==> config.mk <==
export PLATFORM = sky130hd
export DESIGN_NAME = result_drain_flat
export DESIGN_NICKNAME = d
export VERILOG_FILES = /design/src/rtl/result_drain_if.sv /design/src/rtl/result_drain.sv /design/src/flat_wrapper.sv
export SDC_FILE = /design/constraint.sdc
export NUM_CORES = 1
export LEC_CHECK = 0
export ABC_AREA = 1
export ABC_CLOCK_PERIOD_IN_PS = 8930
export CORE_MARGIN = 1
export CORE_UTILIZATION = 48
export CTS_BUF_LIST = sky130_fd_sc_hd__clkbuf_16
export DETAILED_ROUTE_END_ITERATION = 8
export MAX_ROUTING_LAYER = met4
export PLACE_DENSITY = 0.8
export SLEW_MARGIN = 20
export SYNTH_ARGS = -nofsm -noshare
export SYNTH_HDL_FRONTEND = slang
export SYNTH_SLANG_ARGS = --single-unit
==> constraint.sdc <==
create_clock -name clk -period 8.93 [get_ports clk]
set_input_delay 0.893 -clock clk [delete_from_list [all_inputs] [get_ports clk]]
set_output_delay 0.893 -clock clk [all_outputs]
set_load 0.01 [all_outputs]
==> src/rtl/result_drain_if.sv <==
// Valid/ready beat stream carrying one drained accumulator element per beat with its
// coordinates, last-beat flag and saturation flag.
interface result_drain_if #(
  parameter int unsigned OutWidth = 8,
  parameter int unsigned RowW     = 2,
  parameter int unsigned ColW     = 2
) ();
  logic                out_valid;
  logic                out_ready;
  logic [OutWidth-1:0] out_data;
  logic [RowW-1:0]     out_row;
  logic [ColW-1:0]     out_col;
  logic                out_last;
  logic                out_sat;

  modport master (
    output out_valid,
    output out_data,
    output out_row,
    output out_col,
    output out_last,
    output out_sat,
    input  out_ready
  );

  modport slave (
    input  out_valid,
    input  out_data,
    input  out_row,
    input  out_col,
    input  out_last,
    input  out_sat,
    output out_ready
  );
endinterface

==> src/rtl/result_drain.sv <==
// Snapshots every PE accumulator in one cycle, then streams the copy out row-major,
// one element per valid/ready beat, with optional unsigned saturation.
module result_drain #(
  parameter int unsigned ROWS      = 4,
  parameter int unsigned COLS      = 4,
  parameter int unsigned ACC_WIDTH = 16,
  parameter int unsigned OUT_WIDTH = 8
) (
  input  logic                            clk,
  input  logic                            rst,
  input  logic                            start,
  input  logic [ROWS*COLS*ACC_WIDTH-1:0]  c_flat,
  output logic                            busy,
  output logic                            done,
  result_drain_if.master                  out_if
);
  localparam int unsigned RowW = (ROWS > 1) ? $clog2(ROWS) : 1;
  localparam int unsigned ColW = (COLS > 1) ? $clog2(COLS) : 1;

  typedef enum logic [1:0] {StIdle, StStream, StDone} state_e;

  state_e              state_q, state_d;
  logic [RowW-1:0]     row_q, row_d;
  logic [ColW-1:0]     col_q, col_d;
  logic                capture;
  logic                last_beat;
  logic [ACC_WIDTH-1:0] snap_q [ROWS][COLS];
  logic [ACC_WIDTH-1:0] elem;
  logic [OUT_WIDTH-1:0] elem_data;
  logic                elem_sat;

  assign last_beat = (row_q == RowW'(ROWS - 1)) && (col_q == ColW'(COLS - 1));
  assign elem      = snap_q[row_q][col_q];

  if (OUT_WIDTH < ACC_WIDTH) begin : g_sat
    assign elem_sat  = |elem[ACC_WIDTH-1:OUT_WIDTH];
    assign elem_data = elem_sat ? '1 : elem[OUT_WIDTH-1:0];
  end else begin : g_nosat
    assign elem_sat  = 1'b0;
    assign elem_data = elem[OUT_WIDTH-1:0];
  end

  always_comb begin
    state_d = state_q;
    row_d   = row_q;
    col_d   = col_q;
    capture = 1'b0;
    unique case (state_q)
      StIdle: begin
        if (start) begin
          capture = 1'b1;
          row_d   = '0;
          col_d   = '0;
          state_d = StStream;
        end
      end
      StStream: begin
        if (out_if.out_ready) begin
          if (last_beat) begin
            state_d = StDone;
          end else if (col_q == ColW'(COLS - 1)) begin
            col_d = '0;
            row_d = row_q + 1'b1;
          end else begin
            col_d = col_q + 1'b1;
          end
        end
      end
      StDone:  state_d = StIdle;
      default: state_d = StIdle;
    endcase
  end

  always_ff @(posedge clk) begin
    if (rst) begin
      state_q <= StIdle;
      row_q   <= '0;
      col_q   <= '0;
    end else begin
      state_q <= state_d;
      row_q   <= row_d;
      col_q   <= col_d;
    end
  end

  // Buffer needs no reset: its contents are only observed after a capture.
  always_ff @(posedge clk) begin
    if (capture) begin
      for (int r = 0; r < int'(ROWS); r++) begin
        for (int c = 0; c < int'(COLS); c++) begin
          snap_q[r][c] <= c_flat[(r * int'(COLS) + c) * int'(ACC_WIDTH) +: ACC_WIDTH];
        end
      end
    end
  end

  // Beat fields are forced to zero outside STREAM so idle outputs match reset values.
  always_comb begin
    busy             = (state_q == StStream);
    done             = (state_q == StDone);
    out_if.out_valid = busy;
    out_if.out_row   = busy ? row_q : '0;
    out_if.out_col   = busy ? col_q : '0;
    out_if.out_last  = busy & last_beat;
    out_if.out_sat   = busy & elem_sat;
    out_if.out_data  = busy ? elem_data : '0;
  end
endmodule

==> src/flat_wrapper.sv <==
// flat-port wrapper written by rule: the top's interface ports become plain ports
module result_drain_flat 
#(
  parameter int unsigned ROWS      = 4,
  parameter int unsigned COLS      = 4,
  parameter int unsigned ACC_WIDTH = 16,
  parameter int unsigned OUT_WIDTH = 8
)
  (clk, rst, start, c_flat, busy, done, out_if_out_valid, out_if_out_data, out_if_out_row, out_if_out_col, out_if_out_last, out_if_out_sat, out_if_out_ready);
  result_drain_if #(.OutWidth(OUT_WIDTH), .RowW(2), .ColW(2)) out_if_i ();
  input  logic clk;
  input  logic rst;
  input  logic start;
  input  logic [ROWS*COLS*ACC_WIDTH-1:0] c_flat;
  output logic busy;
  output logic done;
  output wire logic [$bits(out_if_i.out_valid)-1:0] out_if_out_valid;
  output wire logic [$bits(out_if_i.out_data)-1:0] out_if_out_data;
  output wire logic [$bits(out_if_i.out_row)-1:0] out_if_out_row;
  output wire logic [$bits(out_if_i.out_col)-1:0] out_if_out_col;
  output wire logic [$bits(out_if_i.out_last)-1:0] out_if_out_last;
  output wire logic [$bits(out_if_i.out_sat)-1:0] out_if_out_sat;
  input wire logic [$bits(out_if_i.out_ready)-1:0] out_if_out_ready;
  assign out_if_out_valid = out_if_i.out_valid;
  assign out_if_out_data = out_if_i.out_data;
  assign out_if_out_row = out_if_i.out_row;
  assign out_if_out_col = out_if_i.out_col;
  assign out_if_out_last = out_if_i.out_last;
  assign out_if_out_sat = out_if_i.out_sat;
  assign out_if_i.out_ready = out_if_out_ready;
  result_drain #(.ROWS(ROWS), .COLS(COLS), .ACC_WIDTH(ACC_WIDTH), .OUT_WIDTH(OUT_WIDTH)) u_core (.clk(clk), .rst(rst), .start(start), .c_flat(c_flat), .busy(busy), .done(done), .out_if(out_if_i));
endmodule
==> flow_summary.toml, run 1 <==
[run_status]
status = "completed"

[routing]
final_antenna_net_count = 0
initialDrtViolationCount = 682
drc = 0
num_vias = 6831
viasPerCell = 5.25
drt-total-wl_mm = 25.7
dr.pass1.iters = 5
wl_per_cell_um = 19.8

[finish]
fin_util_pct = 67.8
area_delta_synth_final_pct = 37.4
seq_area_sq_um = 7850
multiInputGateArea_sq_um = 1900
mostFrequentLayoutCells = "clkdlybuf4s50_1, edfxtp_1, nor2_1"
design_area_sq_um = 13800
fillers = 1480
nets = 1272
layout_commonest_cell = "clkdlybuf4s50_1"
drive_gt1_share_pct = 5.34

[setup_path]
cp-end-kind = "output port"
cp_max_fo = 23
crit_type = "reg2out"
crit_required_ps = 8040
rr_worst_depth = 4
worstPathArrival_ps = 3570
worst_setup_path_start_kind = "flip-flop"

[place]
gp_congestion = 0.883
hpwl_mm = 17.7
port_buffers = 276
placed_area_sq_um = 13000

[logic_synthesis]
ys_seq_elements = 264
synth_cells = 736
yosysSeqAreaShare_pct = 77.8
synth_area_leader_cell = "edfxtp_1"
ys.warnings.count = 0
synth_fp_nets = 998
synth_area_leaders = "edfxtp_1, nor2_1, o21ai_0, o211ai_1, nand2_1"
avgSynthCellArea_sq_um = 13.7
yosysTopAreaCellShare_pct = 76.3
synth.distinct_cells = 32
netlist_area_sq_um = 10100

[clocking]
post_cts_resized = 0
cts.htree.levels = 1
path_clk_slew_ps = 60
cts_buffers = 27
cts_tree = "yes"
ctsHoldBuffers = 0
clk_latency_ps = 530
post_cts_buffers = 0
cts_buffer_depth = 3
root_buffer = "clkbuf_16"
cts.sinks = 264

[floorplanning]
die_w_um = 147
rows = 52
start_util_pct = 49.3
io_pins = 277
core_area_sq_um = 20400
dieHeight_um = 147
dieArea_sq_um = 21600

[sta]
setup_violations = 0
finalMaxSlewViolations = 0
fin_setup_tns_ps = 0
timing.final.crit_share_pct = 49.9
worst_slew_pin_slew_ps = 1060
relSlewSlack_pct = 29.0
clock_skew_ps = 11.6
rsz0062_at_grt = "no"
finalCriticalPeriod_ps = 4460
fmax_ghz = 0.224
hold_viol = 0

[power_and_ir_drop]
cellPowerDensity_nw_per_um2 = 202
p_leak_nw = 4.87
vdd.ir_drop.worst_mv = 0.141

[global_routing]
track_usage_pct = 24.5
grt_overflow = 0
grt_max_degree = 173
grt_pass1_vias = 7065
antenna_found_initial = 1
grt_pass1_wl_mm = 38.7

[min_path]
hold_class = "reg2reg"
hold_depth = 2

[flow_run]
drv_cap = 0
[metal layers]
metal  global-route usage [%]  part of all wire (%)  up-vias
li1                         -                     -     3192
met1                     30.1                    39     3232
met2                     40.4                    49      342
met3                     4.38                   7.6       65
met4                     10.0                   4.2        0
met5                        -                     0        -
[cell families after synthesis]
| kind of cell | count (synthesis) | synth area share, % |
|---|---|---|
| AND/OR/NAND/NOR | 269 | 11.2 |
| AO/OA/AOI/OAI | 131 | 7.40 |
| flip-flops | 264 | 77.8 |
| buffers and inverters | 70 | 3.35 |
| adder cells (fa/ha/maj) | 2 | 0.248 |
[critical path: stages (launching register included)]
cell	delay, ps
dfxtp_1	990
inv_1	610
nor2_1	230
nand3_1	100
o21ai_0	150
nor2_1	60
nor2_1	90
nand2_1	100
nand2_4	130
inv_1	50
clkdlybuf4s50_1	530
[layout make-up]
type	count	area share [%]
repair buffers	279	20.1
diodes	1	0.0181
flip-flops and latches	264	56.7
clock inverters	21	1.08
clock buffers	27	4.88
inverters	36	1.08
well taps	270	2.44
multi-input cells	402	13.7
[state kept, by name, indices dropped and copies added, names as in the netlist, named ones only]
name / count
u_core.snap_q: 256
u_core.col_q: 2
u_core.row_q: 2
u_core.state_q: 2
[power by group]
group	leakage, nW	internal (mW)	switching, mW
clock network	0.423	0.604	0.451
registers	2.51	1.45	0.0230
logic	1.94	0.140	0.125
[synthesized netlist by cell type]
master / n
nor2_1: 146
nor2_4: 1
nand3b_1: 6
clkbuf_1: 12
buf_1: 2
clkbuf_2: 1
nor3_1: 12
inv_1: 32
o211ai_1: 32
edfxtp_1: 256
o21a_1: 1
o21ai_0: 68
nand2_4: 1
buf_6: 6
nand3_1: 32
nand2_1: 62
o21ai_1: 14
inv_4: 1
inv_2: 2
buf_4: 4
dfxtp_1: 8
buf_2: 9
clkinv_1: 1
ha_1: 2
o31ai_1: 1
a21oi_1: 13
o21ai_2: 1
o22ai_1: 1
and2_1: 1
nor2_2: 3
nand4_1: 1
or2_2: 4
[worst paths after layout]
check	from	endpoint	slack, ps
setup / recovery	u_core.col_q[0]$_SDFFE_PP0P_	out_if_out_sat	4470
setup reg to reg	u_core.state_q[1]$_SDFFE_PP0P_	u_core.snap_q[1][53]$_DFFE_PP_	6160
hold / removal	u_core.row_q[1]$_SDFFE_PP0P_	flip-flop	510
hold reg to reg	u_core.row_q[1]$_SDFFE_PP0P_	flip-flop	510
[metrics by stage]
step / worst slack, ps / power, mW / cells / hold slack, ps
detailed placement: 5050 / 1.77 / 1251 / 497
global placement: 5130 / 1.76 / 1251 / 495
floorplan: 2420 / 1.61 / 736 / 469
global route: 4080 / 2.89 / 1300 / 531
CTS: 4480 / 2.81 / 1299 / 510
finish: 4470 / 2.80 / 1300 / 509
No activity file was read; power rests on OpenSTA's default activity.
==> run 2: changes to the inputs <==
Settings changed: ABC_CLOCK_PERIOD_IN_PS 8930 to 3950, CORE_UTILIZATION 48 to 43, PLACE_DENSITY 0.8 to 0.76.
Clock period 8.93 ns to 3.95 ns, I/O delays scaled along.
==> run 2 against run 1 <==
Against the previous run:
- worst setup slack worse by 4100 ps
- largest power group unchanged
- clock power increased by 130%
- total power rose by 130%
- register-to-register slack got worse by 4300 ps
- die area up 11%
- core utilization is 6.5 points lower
- count of clock-buffer cells in the layout increased by 2
- hold slack worse by 95 ps
- routed wire length decreased by 1.4%
- first-iteration DRC count is 20% lower
- cell count increased by 4.1%
==> flow_summary.toml, run 2 (synthesized netlist as in run 1, its figures left out) <==
[place]
placed_area_sq_um = 13100
port_buffers = 276
gp_congestion = 0.871
hpwl_mm = 17.8
dp_slack_ps = 912
dp_cells = 1298

[global_routing]
track_usage_pct = 21.3
grt_pass1_wl_mm = 37.2
grt_overflow = 0
grt_pass1_vias = 6973
antenna_found_initial = 4
grt_max_degree = 132

[floorplanning]
rows = 55
dieArea_sq_um = 24100
dieHeight_um = 155
io_pins = 277
core_area_sq_um = 22800
die_w_um = 155
start_util_pct = 44.1

[sta]
clock_skew_ps = 15.5
timing.final.crit_share_pct = 91.4
worst_slack_ps = 341
worst_slew_pin_slew_ps = 903
finalCriticalPeriod_ps = 3610
rsz0062_at_grt = "no"
fmax_ghz = 0.277
hold_viol = 0
relSlewSlack_pct = 39.8
setup_violations = 0
fin_setup_tns_ps = 0
hold-worst-slack_ps = 413
finalMaxSlewViolations = 0

[routing]
drc = 0
viasPerCell = 5.00
wl_per_cell_um = 18.7
initialDrtViolationCount = 543
drt-total-wl_mm = 25.3
dr.pass1.iters = 6
num_vias = 6761
final_antenna_net_count = 0

[setup_path]
cp-end-kind = "output port"
cp_cell_sequence = "inv_4, o21ai_0, nand3_1, o21ai_0, nor2_1, nor2_1, nand2_1, nand2_4, inv_1, clkdlybuf4s50_1"
crit_slowest_cell = "inv_4"
crit_required_ps = 3560
cpPeakStageDelay_ps = 660
worst_setup_path_start_kind = "flip-flop"
crit_type = "reg2out"
cp_max_fo = 87
cpLargestDelayFamily = "buffers and inverters"
crit_buf_inv = 3
worstPathArrival_ps = 3210

[power_and_ir_drop]
switchingPower_mw = 1.35
cellPowerDensity_nw_per_um2 = 457
total_power_mw = 6.41
pwr-share-comb_pct = 9.4
swShare_pct = 21.1
p_int_mw = 5.06
pwr-share-seq_pct = 52.1
p_leak_nw = 4.94
pwr-share-clk_pct = 38.5
vdd.ir_drop.worst_mv = 0.340

[clocking]
root_buffer = "clkbuf_16"
cts_buffer_depth = 3
post_cts_buffers = 0
post_cts_resized = 0
cts_tree = "yes"
path_clk_slew_ps = 60
ctsHoldBuffers = 0
cts_buffers = 28
cts.sinks = 264
cts.htree.levels = 1
clk_latency_ps = 530

[finish]
fin_util_pct = 61.3
design_area_sq_um = 14000
seq_area_sq_um = 7860
area_delta_synth_final_pct = 39.0
fillers = 1750
nets = 1277
stdcell_count = 1353
largest_reg_flops = 256
multiInputGateArea_sq_um = 1900
mostFrequentLayoutCells = "clkdlybuf4s50_1, edfxtp_1, nor2_1"
drive_gt1_share_pct = 6.37
regMostFlops = "u_core.snap_q"
layout_commonest_cell = "clkdlybuf4s50_1"

[min_path]
hold_class = "in2reg"

[run_status]
status = "completed"

[flow_run]
drv_cap = 0
==> run 2: cell types whose count changed in the layout (fill, tap and decap cells not counted), sizes merged <==
cell,previous run,this run
clkbuf,27,29
buf,3,7
clkinv,12,11
inv,41,43
diode,1,4
==> run 2: metal layers <==
| layer | part of all wire (%) | global-route usage (%) |
|---|---|---|
| met5 | 0 | - |
| met4 | 4.0 | 9.19 |
| met3 | 7.7 | 4.51 |
| met2 | 50 | 35.6 |
| met1 | 38 | 25.1 |
==> run 2: path summary, 6_finish.rpt <==
path	cells past startpoint	startpoint	slack (ps)	end
min	1	c_flat[42]	410	u_core.snap_q[0][26]$_DFFE_PP_
min reg2reg	2	u_core.row_q[1]$_SDFFE_PP0P_	510	flip-flop
max reg2reg	4	u_core.state_q[0]$_SDFFE_PP0P_	1910	u_core.snap_q[0][2]$_DFFE_PP_
max	10	flip-flop	340	out_if_out_sat
==> run 2: power by group through the flow <==
| stage | registers, mW | clock network [mW] | logic (mW) |
|---|---|---|---|
| floorplan | 3.40 | 0 | 0.232 |
| global placement | 3.39 | 0 | 0.595 |
| CTS | 3.34 | 2.52 | 0.607 |
| detailed placement | 3.40 | 0 | 0.604 |
| global route | 3.35 | 2.62 | 0.651 |
| finish | 3.34 | 2.47 | 0.602 |
==> run 2: layout make-up <==
type                    count  area share, %
clock inverters            22           1.05
diodes                      4         0.0714
inverters                  36           1.01
flip-flops and latches    264           56.1
well taps                 313           2.79
repair buffers            283           20.3
multi-input cells         402           13.6
clock buffers              29           5.18
==> run 3: changes to the inputs <==
Settings changed: SKIP_LAST_GASP from default to 1.
==> results of run 3 <==
No change in the layout: final DEF, timing and power equal those of run 2.
